==> src/rtl/zl_sync_invert_derandomizer_pkg.sv <==
// Shared constants and state encoding for the DVB-S sync-invert derandomizer.
// The PRBS literal lists register bits r1..r15 from left to right (r1 = bit 14).
package zl_sync_invert_derandomizer_pkg;

  localparam logic [7:0]  SYNC_BYTE       = 8'h47;
  localparam logic [7:0]  SYNC_BYTE_INV   = 8'hB8;
  localparam logic [14:0] PRBS_INIT       = 15'b100101010000000;

  localparam int PKT_LEN_DEF     = 188;
  localparam int GROUP_LEN_DEF   = 8;
  localparam int MISS_THRESH_DEF = 3;

  typedef enum logic [1:0] {
    ST_HUNT   = 2'd0,
    ST_VERIFY = 2'd1,
    ST_LOCK   = 2'd2
  } state_e;

  // The first packet of every PRBS group carries the inverted sync byte.
  function automatic logic [7:0] expected_sync(input logic first_pkt);
    return first_pkt ? SYNC_BYTE_INV : SYNC_BYTE;
  endfunction

endpackage

==> src/rtl/zl_dvb_prbs.sv <==
// Combinational 8-step unroll of the 1+x^14+x^15 generator, MSB first.
// Bit 14 of the state is r1 and bit 0 is r15; no registers live here.
module zl_dvb_prbs (
  input  logic [14:0] state_i,
  output logic [14:0] state_o,
  output logic [7:0]  byte_o
);

  logic [14:0] s;
  logic        fb;

  always_comb begin
    s      = state_i;
    fb     = 1'b0;
    byte_o = '0;
    for (int i = 0; i < 8; i++) begin
      fb            = s[1] ^ s[0];
      byte_o[7 - i] = fb;
      s             = {fb, s[14:1]};
    end
    state_o = s;
  end

endmodule

==> src/rtl/zl_sync_invert_derandomizer.sv <==
// Receive-side DVB-S derandomizer: acquires group alignment from 0xB8/0x47 sync
// bytes, strips the energy-dispersal PRBS and restores every sync byte to 0x47.
module zl_sync_invert_derandomizer
  import zl_sync_invert_derandomizer_pkg::*;
#(
  parameter int PKT_LEN     = PKT_LEN_DEF,
  parameter int GROUP_LEN   = GROUP_LEN_DEF,
  parameter int MISS_THRESH = MISS_THRESH_DEF
) (
  input  logic       clk,
  input  logic       rst_n,
  input  logic [7:0] data_in,
  input  logic       data_in_req,
  output logic       data_in_ack,
  output logic [7:0] data_out,
  output logic       data_out_req,
  input  logic       data_out_ack,
  output logic       data_out_sop,
  output logic       lock,
  output logic       sync_err
);

  localparam int BW = $clog2(PKT_LEN);
  localparam int PW = $clog2(GROUP_LEN);
  localparam int MW = $clog2(MISS_THRESH + 1);

  state_e          state_q, state_d;
  logic [BW-1:0]   byte_cnt_q, byte_cnt_d, byte_cnt_inc;
  logic [PW-1:0]   pkt_cnt_q, pkt_cnt_d, pkt_cnt_inc;
  logic [MW-1:0]   miss_cnt_q, miss_cnt_d;
  logic [14:0]     prbs_q, prbs_d, prbs_next, prbs_adv;
  logic [7:0]      prbs_byte;
  logic [7:0]      out_data_q, out_data_d;
  logic            out_req_q, out_req_d;
  logic            out_sop_q, out_sop_d;
  logic            sync_err_q, sync_err_d;

  logic            accept, out_free, sync_pos, first_pkt, sync_ok;
  logic            byte_last, pkt_last;
  logic            load, load_sop;
  logic [7:0]      load_data;

  zl_dvb_prbs u_prbs (
    .state_i (prbs_q),
    .state_o (prbs_next),
    .byte_o  (prbs_byte)
  );

  assign out_free    = !out_req_q || data_out_ack;
  assign data_in_ack = (state_q == ST_HUNT) || out_free;
  assign accept      = data_in_req && data_in_ack;

  assign sync_pos  = (byte_cnt_q == '0);
  assign first_pkt = (pkt_cnt_q == '0);
  assign sync_ok   = (data_in == expected_sync(first_pkt));
  assign byte_last = (byte_cnt_q == BW'(PKT_LEN - 1));
  assign pkt_last  = (pkt_cnt_q == PW'(GROUP_LEN - 1));

  assign byte_cnt_inc = byte_last ? '0 : byte_cnt_q + BW'(1);
  assign pkt_cnt_inc  = byte_last ? (pkt_last ? '0 : pkt_cnt_q + PW'(1)) : pkt_cnt_q;
  // The group's first byte reloads the generator so the next byte sees PRBS_INIT.
  assign prbs_adv     = (sync_pos && first_pkt) ? PRBS_INIT : prbs_next;

  always_comb begin
    state_d    = state_q;
    byte_cnt_d = byte_cnt_q;
    pkt_cnt_d  = pkt_cnt_q;
    miss_cnt_d = miss_cnt_q;
    prbs_d     = prbs_q;
    sync_err_d = 1'b0;
    load       = 1'b0;
    load_data  = out_data_q;
    load_sop   = 1'b0;

    case (state_q)
      ST_HUNT: begin
        if (accept && data_in == SYNC_BYTE_INV) begin
          state_d    = ST_VERIFY;
          byte_cnt_d = BW'(1);
          pkt_cnt_d  = '0;
          prbs_d     = PRBS_INIT;
        end
      end

      ST_VERIFY: begin
        if (accept) begin
          if (sync_pos && !sync_ok) begin
            byte_cnt_d = '0;
            pkt_cnt_d  = '0;
            prbs_d     = PRBS_INIT;
            state_d    = ST_HUNT;
            // A stray 0xB8 at the check point may itself be a new group start.
            if (data_in == SYNC_BYTE_INV) begin
              state_d    = ST_VERIFY;
              byte_cnt_d = BW'(1);
            end
          end else begin
            byte_cnt_d = byte_cnt_inc;
            pkt_cnt_d  = pkt_cnt_inc;
            prbs_d     = prbs_adv;
            if (sync_pos && first_pkt) begin
              state_d    = ST_LOCK;
              miss_cnt_d = '0;
              load       = 1'b1;
              load_data  = SYNC_BYTE;
              load_sop   = 1'b1;
            end
          end
        end
      end

      ST_LOCK: begin
        if (accept) begin
          byte_cnt_d = byte_cnt_inc;
          pkt_cnt_d  = pkt_cnt_inc;
          prbs_d     = prbs_adv;
          if (sync_pos) begin
            sync_err_d = !sync_ok;
            if (sync_ok) begin
              miss_cnt_d = '0;
              load       = 1'b1;
              load_data  = SYNC_BYTE;
              load_sop   = 1'b1;
            end else if (miss_cnt_q == MW'(MISS_THRESH - 1)) begin
              state_d    = ST_HUNT;
              byte_cnt_d = '0;
              pkt_cnt_d  = '0;
              miss_cnt_d = '0;
              prbs_d     = PRBS_INIT;
            end else begin
              miss_cnt_d = miss_cnt_q + MW'(1);
              load       = 1'b1;
              load_data  = SYNC_BYTE;
              load_sop   = 1'b1;
            end
          end else begin
            load      = 1'b1;
            load_data = data_in ^ prbs_byte;
          end
        end
      end

      default: state_d = ST_HUNT;
    endcase

    // Loads only happen when the register is free, so a stalled byte is never overwritten.
    out_req_d  = load || (out_req_q && !data_out_ack);
    out_data_d = load ? load_data : out_data_q;
    out_sop_d  = load ? load_sop : out_sop_q;
  end

  always_ff @(posedge clk or negedge rst_n) begin
    if (!rst_n) begin
      state_q    <= ST_HUNT;
      byte_cnt_q <= '0;
      pkt_cnt_q  <= '0;
      miss_cnt_q <= '0;
      prbs_q     <= PRBS_INIT;
      out_data_q <= '0;
      out_req_q  <= 1'b0;
      out_sop_q  <= 1'b0;
      sync_err_q <= 1'b0;
    end else begin
      state_q    <= state_d;
      byte_cnt_q <= byte_cnt_d;
      pkt_cnt_q  <= pkt_cnt_d;
      miss_cnt_q <= miss_cnt_d;
      prbs_q     <= prbs_d;
      out_data_q <= out_data_d;
      out_req_q  <= out_req_d;
      out_sop_q  <= out_sop_d;
      sync_err_q <= sync_err_d;
    end
  end

  assign data_out     = out_data_q;
  assign data_out_req = out_req_q;
  assign data_out_sop = out_sop_q;
  assign sync_err     = sync_err_q;
  assign lock         = (state_q == ST_LOCK);

endmodule

==> config.mk <==
export PLATFORM = sky130hd
export DESIGN_NAME = zl_sync_invert_derandomizer
export DESIGN_NICKNAME = d
export VERILOG_FILES = /design/src/rtl/zl_sync_invert_derandomizer_pkg.sv /design/src/rtl/zl_dvb_prbs.sv /design/src/rtl/zl_sync_invert_derandomizer.sv
export SDC_FILE = /design/constraint.sdc
export NUM_CORES = 1
export LEC_CHECK = 0
export ABC_AREA = 1
export CORE_MARGIN = 4
export CORE_UTILIZATION = 24
export DETAILED_ROUTE_END_ITERATION = 8
export PLACE_DENSITY = 0.37
export SYNTH_ARGS = -nofsm -noshare
export SYNTH_HDL_FRONTEND = slang
export SYNTH_SLANG_ARGS = --single-unit
==> constraint.sdc <==
create_clock -name clk -period 3.38 [get_ports clk]
set_input_delay 0.338 -clock clk [delete_from_list [all_inputs] [get_ports clk]]
set_output_delay 0.338 -clock clk [all_outputs]
set_load 0.05 [all_outputs]
# Yosys cells after proc, flatten, opt, wreduce, memory -nomap -nowiden
# Cells that the tools add are included.
dict set report totals {
  latchBits 0
  mem_count 0
  reg_bits 41
  rom_bits 0
  out_inout_bits 13
  in_bits 12
  wordCells 128
  mem_bits_rw 0
}
dict set report classes {
  n_eq_ne 17
  bitwise 9
  n_mux 70
  n_mul 0
  addsub 3
  shifts 0
  n_reduce_logical 20
  n_div 0
  magnitude_cmp 0
}
# operator n
set ops {}
lappend ops {{8-bit 2-to-1 mux} 16}
lappend ops {{15-bit 2-to-1 mux} 8}
lappend ops {{15-bit case mux with 3 select lines} 1}
lappend ops {{2-bit 2-to-1 mux} 15}
lappend ops {{3-bit 2-to-1 mux} 9}
lappend ops {{8-bit case mux with 3 select lines} 1}
lappend ops {{8-bit equality test, second input constant} 2}
lappend ops {{8-bit case mux with 2 select lines} 1}
lappend ops {{1-bit 2-to-1 mux} 14}
lappend ops {{7-bit AND reduction} 2}
lappend ops {{3-bit case mux with 3 select lines} 1}
lappend ops {{8-bit by 1-bit adder with 8-bit output, second input constant} 1}
lappend ops {{8-bit equality test} 1}
lappend ops {{8-bit logical NOT} 1}
lappend ops {{2-bit by 1-bit inequality test with 1-bit output, second input constant} 4}
lappend ops {{2-bit inequality test, second input constant} 4}
lappend ops {{1-bit bitwise XOR} 8}
lappend ops {{8-bit bitwise XOR} 1}
lappend ops {{2-bit case mux with 3 select lines} 1}
lappend ops {{6-bit AND reduction} 1}
lappend ops {{1-bit logical AND} 5}
lappend ops {{2-bit equality test, second input constant} 2}
lappend ops {{4-bit inequality test, second input constant} 1}
lappend ops {{1-bit case mux with 2 select lines} 2}
lappend ops {{other kinds (13)} 17}

# Longest topological paths before layout
dict set report logic_depth {
  depth_word 9
  depth_mapped 14
}

# Modules after synthesis
# From an unflattened synthesis, not the netlist that was laid out.
dict set report hier_totals {
  hier_cells 382
  area_unflattened_um2 2912.8
}
# module cells_per_inst area_each_um2 seq_area_each_um2 instances
set modules_own_cells {}
lappend modules_own_cells {zl_sync_invert_derandomizer 333 2668.8 1031.0 1}
lappend modules_own_cells {zl_dvb_prbs 49 244.0 0.0 1}

# Least setup slack after synthesis
# Ideal clock, no wire load.
dict set report synth_path {
  path_kind {flip-flop to flip-flop}
  from {register state_q[0]}
  to {register byte_cnt_q[3]}
  stages_incl_launch_ff 12
  t_arrival_ps 1910
  setup_ps 131
  t_required_ps 3249
  path_slack_ps 1339
  synth_period_minus_slack_ps 2041
  cell_sequence {dfrtp_1 > inv_1 > ha_1 > buf_2 > nor2_2 > nor2_1 > nor2_1 > nand2_2 > inv_2 > buf_4 > o2111ai_1 > o21ai_0}
}
dict set report synth_via {
  word_cells_on_any_way 12
  cone_classes {5 x eq/ne; 1 x mux; 6 x reduce/logical}
}
# item line_no
set synth_lines {}
lappend synth_lines {{start: declaration} zl_sync_invert_derandomizer.sv:27} ;# state_e state_q, state_d;
lappend synth_lines {{start signal: assignment} zl_sync_invert_derandomizer.sv:164} ;# state_q <= state_d;
lappend synth_lines {{2-bit equality test *} -}
lappend synth_lines {{net lock} zl_sync_invert_derandomizer.sv:19} ;# output logic lock,
lappend synth_lines {{2-bit by 1-bit inequality test with 1-bit output (no line) or 3-bit nonzero test (tied branches)} -}
lappend synth_lines {{4-bit AND reduction (no line)} -}
lappend synth_lines {{end signal: assignment} zl_sync_invert_derandomizer.sv:165} ;# byte_cnt_q <= byte_cnt_d;
lappend synth_lines {{end: declaration} zl_sync_invert_derandomizer.sv:28} ;# logic [BW-1:0] byte_cnt_q, byte_cnt_d, byte_cnt_inc;
# The timed path passes the listed nets; every way through them passes the cells marked *.
# A chain may end at the register's enable or synchronous reset.

# Worst setup path in the final report
dict set report layout_path {
  from {register state_q[0]}
  to {register prbs_q[6]}
}
dict set report layout_via {
  elab_chain_len 6
  word_cells_on_any_way 12
  cone_classes {5 x eq/ne; 1 x mux; 6 x reduce/logical}
}
# item line_no
set layout_lines {}
lappend layout_lines {{2-bit logical NOT} {zl_sync_invert_derandomizer.sv:50, zl_sync_invert_derandomizer.sv:75}}
lappend layout_lines {{1-bit logical OR} zl_sync_invert_derandomizer.sv:50} ;# assign data_in_ack = (state_q == ST_HUNT) || out_free;
lappend layout_lines {{1-bit logical AND} zl_sync_invert_derandomizer.sv:51} ;# assign accept = data_in_req && data_in_ack;
lappend layout_lines {{1-bit logical AND} zl_sync_invert_derandomizer.sv:77} ;# if (accept && data_in == SYNC_BYTE_INV) begin
lappend layout_lines {{2-bit by 1-bit inequality test with 1-bit output (no line)} -}
lappend layout_lines {{4-bit AND reduction (no line)} -}
lappend layout_lines {{end signal: assignment} zl_sync_invert_derandomizer.sv:168} ;# prbs_q <= prbs_d;
lappend layout_lines {{end: declaration} zl_sync_invert_derandomizer.sv:31} ;# logic [14:0] prbs_q, prbs_d, prbs_next, prbs_adv;
# Several ways; a longest one is shown, not always the timed one.

==> impl.org <==
** Worst setup path
- Worst path max stage delay :: 0.39 ns
- Data on the critical path arrives at its endpoint at about 2.7 ns.
- Worst reg2reg endpoint :: prbs_q[6]
- Critical Path, Cell by Cell :: inv_1, ha_1, nor2_2, nor2_1, nor2_1, nand2_2, nor2_2, nand3_2, o21ai_0
- For the worst setup path, the data required time is 3.58 ns.
- Endpoint kind of the worst setup timing path :: register
- In this run the critical register-to-register path is launched from state_q[0].
- Highest fanout seen on the critical path :: 21
- Broken down by cell family, the worst path's largest delay share belongs to simple AND/OR/NAND/NOR gates.
- The worst register-to-register path has a depth of 9.
- Together, buffers and inverters on the worst path number 1.
- Class of the most critical setup path :: reg2reg
- Worst-case register-to-register setup slack :: 0.88 ns
- For this design, the slowest cell found on the critical path is sky130_fd_sc_hd__dfrtp_1.
- Startpoint type of the worst setup path :: register

** STA
- The final count of hold timing violations is 0.
- The final critical path takes up 74.10% of the cycle.
- The smallest clock period supported by the final layout is computed as 2.505 ns.
- Total negative slack :: 0 ns
- Worst Max-Slew Pin Slew :: 0.9696 ns
- On the final layout, the worst hold slack is 0.2082 ns.
- Setup repair after global routing left no endpoint under its margin.
- The worst pin sits at a relative slew slack of 35.36%.
- Final setup violation count :: 0
- Total count of max-transition violations in the final report :: 0
- Based on the critical path, the design can be clocked at up to 399.3 MHz.
- Layout Skew :: 0.007009 ns

** GRT
- Global routing used between 15 and 20% of the available met2 tracks.
- Sum of overflow across all layers after global routing :: 0
- Overall routing resource usage :: 11.35%
- Global routing used 2.141% of the available met3 tracks.
- Via count of the first global-routing pass :: ~2,300
- Most congested layer reported by global routing :: met2
- The first global-routing pass estimated ~12 mm of wire.
- Largest net degree at the start of global routing :: 42
- Routing usage on met1 :: 15.24%
- The initial antenna violation count is 0.

** Power
- Leakage component of the power :: 1.587 nW
- Post-route total power :: 2.958 mW
- PwrDens :: 895.8 mW/mm^2
- IR analysis of the VDD net gives a maximum drop of 337.6 uV.

** Yosys
- Counting every net in the synthesized netlist gives 379.
- After synthesis, the netlist uses 34 different library cells.
- The average instance in the mapped netlist occupies 7.797 sq um.
- Cells after Synth :: 358
- The synthesized design contains 41 register bits.
- Post-synth design cell area :: 0.002791 sq mm
- The Yosys step of the flow raised 0 warnings.
- After synthesis, flip-flops and latches occupy 36.93% of the total area.

** Routing
- In the routed design, unresolved DRC markers number 0.
- Via count :: around 2,300
- Iteration-0 DRC count of the detailed router :: between 100 and 150
- The detail route stage leaves a number of antenna-violating nets equal to 0.
- Routed vias/inst :: 4.331
- In the final routed layout, each cell accounts on average for ~13 um.
- First-pass DRT Iterations :: 4
- Wires add up to 7.047 mm.

** Placement
- Placed insts :: 515
- Post-Place Cell Area :: 0.003129 sq mm
- After legalization and detailed placement, the total HPWL measured 5.261 mm.
- Final weighted congestion in routability-driven placement :: 0.8084
- Count of input and output buffers :: 24

** Floorplan
- Number of standard-cell rows in the floorplan :: 39
- During I/O placement, the number of pins put on the boundary was 25.
- Die H :: approximately 120 um
- The die covers between 0.01 and 0.015 sq mm.
- Area of the core region :: 0.01142 sq mm
- The initial utilization of the core area, before any placement, comes to 24.45%.
- Die W :: 115.8 um

** Layout
- Fill cell total of the finished layout :: 1,264
- The area growth from synthesis to layout is 18.29%.
- Summing all non-filler instances in the final layout gives an area of 0.003302 sq mm.
- Nets :: 400
- Leaving out fill and tap cells, the most frequent cell in the layout is sky130_fd_sc_hd__nand2_1.
- Final std cells w/o fill :: ~520
- In the layout the commonest cells are sky130_fd_sc_hd__nand2_1 (78), sky130_fd_sc_hd__inv_1 (44), sky130_fd_sc_hd__nor2_1 (41).
- The repair_antennas step left the layout with diodes totalling 0.
- Ratio of cells with drive above 1 in the final layout :: between 10% and 20%

** Run
- Max Cap Violations :: 0

** CTS
- Gates resized during post-CTS repair numbered 0.
- Number of CTS-inserted buffers :: 5
- Clock transition at the registers of the reported paths :: 0.06 ns
- Clock Tree Buf Depth :: 2
- Clock Root Buffer :: sky130_fd_sc_hd__clkbuf_16
- Count of buffers added by post-CTS timing repair for setup :: 0
- For this design, the sink count on the clock tree is 41.
- H-Tree Level Count :: 2
- Hold_buf cts :: 0
- Clock latency on the worst-skew pair, taken at its later pin, is 0.28 ns.
- TritonCTS built the clock tree.

** Run status
- Status :: finished clean

** Hold path
- The tightest min-delay check is of the in2async type.
==> power by group <==
group | leakage, nW | switching [mW] | internal (mW)
combinational | 0.964 | 1.16 | 0.490
sequential | 0.539 | 0.0983 | 0.641
clock | 0.0841 | 0.197 | 0.369
total | 1.59 | 1.46 | 1.50
==> worst max-delay path by stage <==
stage	slack (ns)	from	cells after the start	endpoint
after global placement	0.81	data_in[5]	9	prbs_q[6]
after global routing	0.56	state_q[0]	9	byte_cnt_q[3]
after CTS	0.81	state_q[0]	9	prbs_q[6]
after floorplan	1.34	state_q[0]	11	byte_cnt_q[3]
after detailed placement	0.76	data_in[5]	9	prbs_q[6]
final	0.88	state_q[0]	9	prbs_q[6]
==> cells by family (layout without fill, tap and decap cells) <==
group,after synthesis,after routing,share of synthesized area (%)
compound gates,40,40,9.188
simple gates,193,193,36.04
buf+inv,63,85,10.04
flops,41,41,36.93
fa+ha+maj,9,9,4.034
xor+xnor,12,12,3.765
==> synth_stat cells, drive strengths merged <==
cell / count / area share, %
nand3: 24 / 6.1
o21ai: 27 / 6.3
a21oi: 9 / 1.6
xor2: 8 / 2.5
o2111ai: 4 / 1.3
nor3: 12 / 2.2
xnor2: 4 / 1.3
clkbuf: 1 / 0.13
nand3b: 1 / 0.72
buf: 10 / 2.9
nand2: 88 / 13
nand4: 13 / 3.1
or2: 1 / 0.22
inv: 51 / 6.9
clkinv: 1 / 0.18
dfstp: 4 / 3.8
dfrtp: 37 / 33
ha: 9 / 4.0
nor2: 52 / 10
and2: 1 / 0.22
nor4: 1 / 0.22
==> cell type report <==
type | count | area (sq um) | share of cell area [%]
clock inverters | 1 | 30.03 | 0.9094
well taps | 143 | 178.9 | 5.419
flip-flops and latches | 41 | 1031 | 31.22
multi-input cells | 254 | 1480 | 44.83
clock buffers | 7 | 142.6 | 4.320
repair buffers | 25 | 242.7 | 7.351
inverters | 52 | 196.4 | 5.949
==> stage by stage <==
stage / setup WS, ns / utilization, %
final: 0.8754 / 28.92
after global routing: 0.5604 / 28.92
after CTS: 0.8143 / 28.92
after detailed placement: 0.7630 / 27.41
after global placement: 0.8135 / 27.41
after floorplan: 1.339 / -
==> flip-flops by register name (all words and copies together) (netlist names) <==
signal        count
prbs_q           15
byte_cnt_q        8
data_out          8
pkt_cnt_q         3
miss_cnt_q        2
state_q           2
data_out_req      1
data_out_sop      1
sync_err          1
==> worst register-to-register path: stages (launching register included) <==
cell	delay, ns
sky130_fd_sc_hd__dfrtp_1	0.39
sky130_fd_sc_hd__inv_1	0.08
sky130_fd_sc_hd__ha_1	0.38
sky130_fd_sc_hd__nor2_2	0.28
sky130_fd_sc_hd__nor2_1	0.09
sky130_fd_sc_hd__nor2_1	0.12
sky130_fd_sc_hd__nand2_2	0.31
sky130_fd_sc_hd__nor2_2	0.21
sky130_fd_sc_hd__nand3_2	0.31
sky130_fd_sc_hd__o21ai_0	0.26
==> layer usage <==
layer  up-vias  share of wire, %
li1       1179                 -
met1      1040                49
met2        37                46
met3         9               3.2
met4         0               1.6
met5         -                 0
(Power assumes the default switching activity.)
